--- config.mk ---
export PLATFORM = sky130hd
export DESIGN_NAME = number_slot_scheduler
export DESIGN_NICKNAME = d
export VERILOG_FILES = /design/src/rtl/number_slot_scheduler.sv
export SDC_FILE = /design/constraint.sdc
export NUM_CORES = 1
export LEC_CHECK = 0
export ABC_AREA = 1
export ABC_CLOCK_PERIOD_IN_PS = 15000
export CORE_MARGIN = 1.5
export CORE_UTILIZATION = 50
export CTS_CLUSTER_DIAMETER = 40
export DETAILED_ROUTE_END_ITERATION = 16
export GPL_TIMING_DRIVEN = 0
export MAX_ROUTING_LAYER = met4
export PLACE_DENSITY_LB_ADDON = 0.12
export SLEW_MARGIN = 40
export SYNTH_ARGS = -nofsm -noshare
export SYNTH_HDL_FRONTEND = slang
export SYNTH_SLANG_ARGS = --single-unit
--- constraint.sdc ---
create_clock -name clk -period 15 [get_ports clk]
set_clock_uncertainty 0.1 [all_clocks]
set_input_delay 4.5 -clock clk [delete_from_list [all_inputs] [get_ports clk]]
set_output_delay 4.5 -clock clk [all_outputs]
set_load 0.005 [all_outputs]
--- src/rtl/number_slot_scheduler.sv ---
// Twelve-slot number scheduler: fill, hit acceptance with lock, timed respawn.
// Optional NUMBER_SCHED_LFSR_EN selects an LFSR value generator.
module number_slot_scheduler #(
  parameter int RESPAWN_FRAMES = 60,
  parameter int MAX_VALUE      = 9
) (
  input  logic             clk,
  input  logic             reset,
  input  logic             startOfFrame,
  input  logic             singleHit,
  input  logic [11:0]      hitVector,
  output logic [11:0][3:0] slotValue,
  output logic [11:0]      slotActive,
  output logic             hitValid,
  output logic [3:0]       hitSlot,
  output logic [3:0]       hitValue,
  output logic             allCleared
);

  typedef enum logic [1:0] {FILL, RUN, LOCK} state_t;

  localparam logic [7:0] RELOAD = 8'(RESPAWN_FRAMES);

  state_t           state;
  logic [3:0]       fidx;
  logic [11:0][7:0] cnt;
  logic [3:0]       gen_val;
  logic [11:0]      cand;
  logic [11:0]      pend;
  logic [3:0]       hit_idx;
  logic [3:0]       ref_idx;
  logic             hit_go;
  logic             ref_go;

  assign cand = hitVector & slotActive;

  always_comb begin
    hit_idx = '0;
    ref_idx = '0;
    pend    = '0;
    for (int i = 0; i < 12; i++)
      pend[i] = !slotActive[i] && (cnt[i] == 8'd0) && (state != FILL);
    // descending scan so the lowest set index wins
    for (int i = 11; i >= 0; i--) begin
      if (cand[i]) hit_idx = 4'(i);
      if (pend[i]) ref_idx = 4'(i);
    end
  end

  assign hit_go     = (state == RUN) && singleHit && (|cand);
  assign ref_go     = |pend;
  assign allCleared = (state == RUN) && (slotActive == 12'd0);

`ifdef NUMBER_SCHED_LFSR_EN
  logic [7:0] lfsr;

  always_ff @(posedge clk or posedge reset) begin
    if (reset) lfsr <= 8'hA5;
    else       lfsr <= {lfsr[6:0], lfsr[7] ^ lfsr[5] ^ lfsr[4] ^ lfsr[3]};
  end

  assign gen_val = 4'(lfsr % 8'(MAX_VALUE + 1));
`else
  logic       consume;
  logic [3:0] gcnt;

  assign consume = (state == FILL) || ref_go;

  always_ff @(posedge clk or posedge reset) begin
    if (reset)
      gcnt <= '0;
    else if (consume)
      gcnt <= (gcnt == 4'(MAX_VALUE)) ? 4'd0 : gcnt + 4'd1;
  end

  assign gen_val = gcnt;
`endif

  always_ff @(posedge clk or posedge reset) begin
    if (reset) begin
      state      <= FILL;
      fidx       <= '0;
      slotValue  <= '0;
      slotActive <= '0;
      hitValid   <= 1'b0;
      hitSlot    <= '0;
      hitValue   <= '0;
      cnt        <= '0;
    end else begin
      hitValid <= 1'b0;
      for (int i = 0; i < 12; i++) begin
        if (hit_go && hit_idx == 4'(i))
          cnt[i] <= RELOAD;
        else if (startOfFrame && !slotActive[i] && cnt[i] != 8'd0)
          cnt[i] <= cnt[i] - 8'd1;
      end
      if (ref_go) begin
        slotValue[ref_idx]  <= gen_val;
        slotActive[ref_idx] <= 1'b1;
      end
      unique case (state)
        FILL: begin
          slotValue[fidx]  <= gen_val;
          slotActive[fidx] <= 1'b1;
          if (fidx == 4'd11) begin
            state <= RUN;
            fidx  <= '0;
          end else begin
            fidx <= fidx + 4'd1;
          end
        end
        RUN: begin
          if (hit_go) begin
            slotActive[hit_idx] <= 1'b0;
            hitValid            <= 1'b1;
            hitSlot             <= hit_idx;
            hitValue            <= slotValue[hit_idx];
            state               <= LOCK;
          end
        end
        LOCK: begin
          if (!singleHit) state <= RUN;
        end
        default: state <= FILL;
      endcase
    end
  end

endmodule

# Word-level counts from Yosys, hierarchy flattened
# Index checks and enable logic that the tools add are counted.
[classes] addsub=14 order_cmp=6 eq_ne=18 muxes=75 bitwise=5 n_reduce_logical=123
[ops] cell="$mux W8" count=24
[ops] cell="$mux W4" count=29
[ops] cell="$bwmux W48" count=2
[ops] cell="$logic_not A8 Y1" count=12
[ops] cell="$mux W48" count=2
[ops] cell="$reduce_bool A8 Y1" count=12
[ops] cell="$sub A8 B1 Y8 const B" count=12
[ops] cell="$logic_and A1 B1 Y1" count=66
[ops] cell="$demux W4 S4" count=2
[ops] cell="$reduce_bool A2 Y1" count=13
[ops] cell="$and A12 B12 Y12" count=2
[ops] cell="$eq A4 B4 Y1 const B" count=6
[ops] cell="$mux W12" count=2
[ops] cell="$or A12 B12 Y12" count=2
[ops] cell="$pmux W12 S2" count=1
[ops] cell="$reduce_or A12 Y1" count=2
[ops] cell="$bmux W4 S4" count=1
[ops] cell="$eq A4 B3 Y1 const B" count=4
[ops] cell="$lt A4 B5 Y1 const B" count=3
[ops] cell="$demux W1 S4" count=3
[ops] cell="$ge A4 B1 Y1 const B" count=3
[ops] cell="$logic_not A1 Y1" count=12
[ops] cell="$logic_not A12 Y1" count=1
[ops] cell="$not A12 Y12" count=1
[ops] cell="other kinds (15)" count=24
[totals] reg_bits=175 input_bits=16 wordCells=272

# Logic depth before layout (Yosys ltp)
# Gate-level depths: netlist of the first run.
[depth] ltp_word=24 ltp_mapped=21

# Least setup slack after synthesis of the first run
# Ideal clock, no wire load.
[synth_path] kind="input to register" startpoint="in hitVector[7]" endpoint="reg cnt[72] (netlist name)" setup_time_ps=118 t_arrival_ps=5809 required_ps=14782 setup_slack_ps=8973 cell_stages=12 n_path_buf=0 path_cell_list="nand2_1 -> nand2_1 -> nor2_1 -> nand4_1 -> nor2_2 -> inv_1 -> nor2_2 -> nand2_1 -> nand2_1 -> inv_1 -> a21oi_1 -> inv_1"
[synth_via] elab_chain_len=12
[synth_lines] item="start, declared" line_no="11" source="input logic [11:0] hitVector,"
[synth_lines] item="$and A12 B12 Y12 (*)" line_no="35" source="assign cand = hitVector & slotActive;"
[synth_lines] item="$mux W4 (8 in series)" line_no="45" source="if (cand[i]) hit_idx = 4'(i);"
[synth_lines] item="$eq A4 B4 Y1" line_no="92" source="if (hit_go && hit_idx == 4'(i))"
[synth_lines] item="$logic_and A1 B1 Y1 (*)" line_no="92"
[synth_lines] item="$mux W8 / $reduce_bool A2 Y1 (equally long branches)"
[synth_lines] item="end signal, assigned by index" line_no="95" source="cnt[i] <= cnt[i] - 8'd1;"
[synth_lines] item="end, declared" line_no="26" source="logic [11:0][7:0] cnt;"
# Mark *: on every way between the ends. The rest lies on a longest branch, timed or not.
# A chain may end at the register's enable or synchronous reset.

# Final worst setup path of the first run
[layout_path] startpoint="in startOfFrame" endpoint="reg cnt[37] (netlist name)"
[layout_via] elab_chain_len=3
[layout_lines] item="start, declared" line_no="9" source="input logic startOfFrame,"
[layout_lines] item="$logic_and A1 B1 Y1 (2 in series)" line_no="94" source="else if (startOfFrame && !slotActive[i] && cnt[i] != 8'd0)"
[layout_lines] item="$reduce_bool A2 Y1 (no line)"
# Every way passes these cells.

==> impl_metrics.yaml, run 1 <==
drt:
  drt-total-wl_um: 23300
  postRouteAntennaNets: 0
  drc: 0
  drtIter0Drc: 586
  dr.pass1.iters: 9
  viasPerCell: 5.11
  vias: 8083
  routedWlPerCell_um: 14.7
synthesis:
  avgSynthCellArea_um2: 7.67
  syn_nets: 1266
  yosysTopAreaCell: "dfrtp_1"
  syn_inst: 1228
  synth_area_um2: 9420
  ys_top_cells_by_area: "dfrtp_1 46%, nand2_1 12%, inv_1 7.6%, nand3_1 6.3%, nor2_1 5.4%"
  synth.distinct_cells: 44
  ys_ff_latch: 175
  netlist.area_leader.share_pct: 46.5
  synth_ff_type: "dfrtp_1"
  async_flop_share_pct: 100
  yosys_warnings: 0
  synth_edf_count: 0
  synth-seq-area-share_pct: 46.5
cts:
  cts-buffers-inserted: 17
  clock_latency_ps: 440
  hold_buffers: 0
  cts_sinks: 175
  cts_post_setup_buffers_inserted: 0
  h-tree-depth: 4
  clockBufferDepth: 2
  cts_tree: "done"
  clk_pin_slew_ps: 70
  cts_resized: 0
  clockRootBuffer: "clkbuf_16"
critical_path:
  path_max_fanout: 9
  reg2reg_to: "slotValue[23]"
  crit_slowest_cell: "nor3_1"
  crit_chain: "clkdlybuf4s50_1, clkinv_1, nor3_1, inv_1, nor2_1, nand2_1, nor2_1, nand2_1, xor2_1, nand2_1"
  slowest_delay_ps: 650
  rr_startpoint: "cnt[40]"
  cp_common_cell: "nand2_1"
  cp.required_ps: 15220
  start_kind: "input port"
  rr_worst_depth: 14
  crit_arrival_ps: 7060
  reg2reg_slack_ps: 12150
  crit_path_start: "startOfFrame"
  critPathKind: "input port to flip-flop"
  worst_setup_path_end_kind: "flip-flop"
sta:
  fmax_ghz: 0.146
  rsz0062_at_grt: "no"
  slew_headroom_pct: 52.4
  tightestPinTransition_ps: 708
  post-route-min-period_ps: 6830
  fin_setup_tns_ps: 0
  hold_viol: 0
  period_share_pct: 45.5
  setup_slack_ps: 8170
  final-setup-viol-count: 0
  maxSlewViolCount: 0
  holdWs_ps: 377
grt:
  grt_max_degree: 80
  grt_usage_pct: 25.6
  grt_pass1_wl_um: 38200
  grt_pass1_vias: 7541
  overflow: 0
  antenna_found_initial: 0
hold_path:
  worstHoldStart: "cnt[9]"
  whs_endpoint: "cnt[9]"
  holdPathStages: 2
  hold_class: "flip-flop to flip-flop"
pwr:
  irDropWorstVdd_v: 0.0000986
  static-leakage-power_uw: 0.00571
  p_total_uw: 2350
  powerDensity_nw_per_um2: 210
floorplan:
  core_um2: 18600
  dieArea_um2: 19700
  die_h_um: 140
  fp.dieW_um: 140
  num_rows: 50
  initial_core_util_pct: 50.7
  io_pins: 86
placement:
  pre_cts_ws_ps: 7640
  dp_hpwl_um: 17300
  routabilityCongestion: 0.985
  io_buffers: 85
  dp.cells: 1549
final_layout:
  layout.cells.most_common_list: "306 x nand2_1, 190 x inv_1, 175 x dfrtp_1"
  layout.cells.non_filler: 1581
  area_delta_synth_final_pct: 18.8
  drive_gt1_share_pct: 8.83
  n_fill_cell: 1647
  antenna_cells: 0
  final_common_cell: "nand2_1"
  nNetsFinal: 1372
flow_run:
  max-cap-violations: 0
outcome:
  outcome: "complete, no violations"
-- power by group --
part | internal [uW] | switching (uW) | leakage, uW
Clock | 221 | 210 | 0.000275
Sequential | 698 | 198 | 0.00211
Combinational | 435 | 590 | 0.00332
Total | 1350 | 997 | 0.00571
-- cell type report --
| class | count | area, um2 | area share, % |
|---|---|---|---|
| inverter | 201 | 766 | 6.84 |
| clock inverter | 15 | 144 | 1.28 |
| buffer | 11 | 65.1 | 0.581 |
| multi-input combinational | 841 | 4220 | 37.7 |
| clock buffer | 17 | 425 | 3.80 |
| sequential | 175 | 4380 | 39.1 |
| tap | 234 | 293 | 2.61 |
| timing repair buffer | 87 | 906 | 8.09 |
-- layer usage --
layer | global-route usage (%) | share of wire, %
met5 | - | 0
met4 | 7.59 | 2.1
met3 | 5.09 | 5.0
met2 | 40.5 | 47
met1 | 33.6 | 46
-- stage by stage --
stage,instance area [um2],utilization (%)
5_1_grt,11200,60.3
6_report,11200,60.3
2_1_floorplan,9420,-
3_5_place_dp,10600,57.2
4_1_cts,11200,60.3
3_3_place_gp,10600,56.9
-- synth_stat cells (2+ instances only) --
| cell | instances |
|---|---|
| buf_4 | 2 |
| nor2_2 | 7 |
| ha_1 | 22 |
| a31o_2 | 2 |
| xnor2_1 | 3 |
| inv_2 | 7 |
| nand2_1 | 306 |
| nand3b_1 | 12 |
| nor2_1 | 136 |
| nand4_2 | 2 |
| nor3b_1 | 2 |
| or2_2 | 16 |
| dfrtp_1 | 175 |
| o21ai_0 | 55 |
| nand4_1 | 15 |
| inv_1 | 191 |
| nor4_1 | 4 |
| nand3_2 | 3 |
| nor3_1 | 25 |
| clkbuf_1 | 6 |
| nand3_1 | 118 |
| xor2_1 | 26 |
| a21oi_4 | 3 |
| a21oi_1 | 39 |
| nor2_4 | 2 |
| buf_6 | 2 |
| nand2_2 | 22 |
| o31ai_1 | 2 |
| nor3_2 | 8 |
-- logic make-up (layout without fill, tap and decap cells) --
logic type      after synthesis  count (layout)  synth area share, %
compound gates              106             106                 6.35
simple gates                684             684                 32.8
flops                       175             175                 46.5
buf+inv                     212             331                 8.74
xor+xnor                     29              29                 2.70
fa+ha+maj                    22              22                 2.92
-- critical path, delay by kind of cell --
kind,cells,cell delay (ps)
buffers and inverters,3,1150
and+or+nand+nor,6,1240
xor gates and xnor gates,1,160
-- state kept, by name, summed over array words and instances (netlist names) --
name	count
gcnt	4
slotValue	48
cnt	96
hitValue	4
slotActive	12
hitSlot	4
hitValid	1
state	2
fidx	4
-- worst max path at each step --
stage / end / slack, ps / cells after the start
after floorplan: cnt[0] / 5650 / 1
after global placement: cnt[24] / 3190 / 2
after detailed placement: cnt[37] / 7640 / 10
after CTS: cnt[37] / 8100 / 10
after global routing: cnt[37] / 7910 / 10
final: cnt[37] / 8170 / 10
(Power assumes the default switching activity.)
==> run 2: changes to the inputs <==
ABC_CLOCK_PERIOD_IN_PS = 6900   (was 15000)
clock period = 6.9 ns   (was 15 ns; I/O delays follow)
==> run 2 against run 1 <==
Compared with the run above: global-route usage rose by 0.30 points; wire length is 1.6% higher; final cell count is 0.44% higher; final area increased by 1.3%; critical path type unchanged; flip-flop and latch count unchanged; largest cell class unchanged; clock power increased by 110%; first-iteration DRC count is 15% lower; utilization rose by 0.77 points; register-to-register slack worse by 8000 ps; total power is 120% higher; sequential share of layout area shrank 0.50 points; largest power group unchanged.
==> impl_metrics.yaml, run 2 (synthesis results as in run 1) <==
outcome:
  outcome: "complete, no violations"
flow_run:
  max-cap-violations: 0
sta:
  final-setup-viol-count: 0
  hold_viol: 0
  fmax_ghz: 0.223
  post-route-min-period_ps: 4490
  rsz0062_at_grt: "no"
  setup_slack_ps: 2410
  period_share_pct: 65.0
  slew_headroom_pct: 53.4
  fin_setup_tns_ps: 0
  maxSlewViolCount: 0
  tightestPinTransition_ps: 694
cts:
  clock_latency_ps: 430
  clk_pin_slew_ps: 70
  hold_buffers: 0
  h-tree-depth: 4
  cts_resized: 0
  clockRootBuffer: "clkbuf_16"
  cts_post_setup_buffers_inserted: 0
  cts-buffers-inserted: 17
  cts_sinks: 175
  clockBufferDepth: 2
  cts_tree: "done"
grt:
  use_met3_pct: 5.06
  grt_max_degree: 25
  top_usage_layer: "met2"
  grt_usage_pct: 25.9
  antenna_found_initial: 0
  grt_pass1_wl_um: 38700
  grt.met1_usage_pct: 34.5
  overflow: 0
  use_met2_pct: 40.6
  grt_pass1_vias: 7610
critical_path:
  reg2reg_to: "slotValue[23]"
  cp_common_cell: "nand2_1"
  crit_slowest_cell: "nor3_1"
  path_depth: 10
  critPathBufInv: 3
  rr_startpoint: "cnt[40]"
  path_max_fanout: 9
  rr_worst_depth: 14
  reg2reg_slack_ps: 4140
  slowest_delay_ps: 690
  critical-path-top-delay-family: "simple AND/OR/NAND/NOR gates"
  cp.required_ps: 7120
  worst_setup_path_end_kind: "flip-flop"
  crit_chain: "clkdlybuf4s50_1, clkinv_1, nor3_1, inv_1, nor2_1, nand2_1, nor2_1, nand2_1, xor2_1, nand2_1"
  crit_arrival_ps: 4710
  critPathKind: "input port to flip-flop"
  start_kind: "input port"
drt:
  viasPerCell: 5.12
  vias: 8135
  drt-total-wl_um: 23700
  routedWlPerCell_um: 14.9
  postRouteAntennaNets: 0
  dr.pass1.iters: 5
  drtIter0Drc: 500
  drc: 0
final_layout:
  largest_reg_flops: 96
  antenna_cells: 0
  area_delta_synth_final_pct: 20.4
  drive_gt1_share_pct: 9.31
  stdcell_area_um2: 11300
  nNetsFinal: 1379
  reg_top3: "cnt x96, slotValue x48, slotActive x12"
  fin_util_pct: 61.0
  final_common_cell: "nand2_1"
  layout.cells.most_common_list: "306 x nand2_1, 190 x inv_1, 175 x dfrtp_1"
  layout.cells.non_filler: 1588
  top_register: "cnt"
hold_path:
  whs_endpoint: "cnt[9]"
  holdPathStages: 2
  worstHoldStart: "cnt[9]"
  hold_class: "flip-flop to flip-flop"
placement:
  routabilityCongestion: 0.894
  io_buffers: 85
  placed_cell_area_um2: 10800
  dp.cells: 1556
  dp_hpwl_um: 18000
  pre_cts_ws_ps: 1970
pwr:
  irDropWorstVdd_v: 0.000207
  static-leakage-power_uw: 0.00577
  powerDensity_nw_per_um2: 451
floorplan:
  io_pins: 86
  core_um2: 18600
  initial_core_util_pct: 50.7
  fp.dieW_um: 140
  dieArea_um2: 19700
  num_rows: 50
  die_h_um: 140
run 2: cell types whose count changed in the layout (fill, tap and decap cells not counted), sizes merged:
cell,change
buf,+7
clkinvlp,+1
inv,-4
clkinv,+3
run 2: routing by layer:
layer | share of wire [%] | up-vias
met5 | 0 | -
met2 | 47 | 221
li1 | - | 4087
met4 | 1.7 | 0
met1 | 46 | 3803
met3 | 5.5 | 24
run 2: final cells by class:
cell class                      count  area, um2
Buffer                             11       65.1
Clock buffer                       17        425
Clock inverter                     15        126
Fill cell                        1677       7240
Inverter                          201        762
Multi-Input combinational cell    841       4220
Sequential cell                   175       4380
Tap cell                          234        293
Timing Repair Buffer               94       1070
run 2: worst min-delay path, delay by kind of cell, from the launching register on:
kind | cells | cell delay (ps)
buffers and inverters | 1 | 40
AO/OA/AOI/OAI | 1 | 70
flip-flops | 1 | 350
run 2: where the power goes:
part           switching [uW]  total (uW)  internal, uW
logic                    1300        2260           958
clock network             444         916           472
registers                 423        1940          1520
run 2: worst max-delay path by stage:
stage | start | endpoint | slack [ps]
floorplan | reset | cnt[0] | 2490
global placement | reset | slotValue[25] | 940
detailed placement | startOfFrame | cnt[37] | 1970
CTS | startOfFrame | cnt[37] | 2420
global route | startOfFrame | cnt[37] | 2220
finish | startOfFrame | cnt[37] | 2410
run 2: through the flow:
step	power (uW)	hold WS [ps]
2_1_floorplan	3290	348
3_3_place_gp	4120	365
3_5_place_dp	4200	375
4_1_cts	5130	391
5_1_grt	5540	429
6_report	5120	389
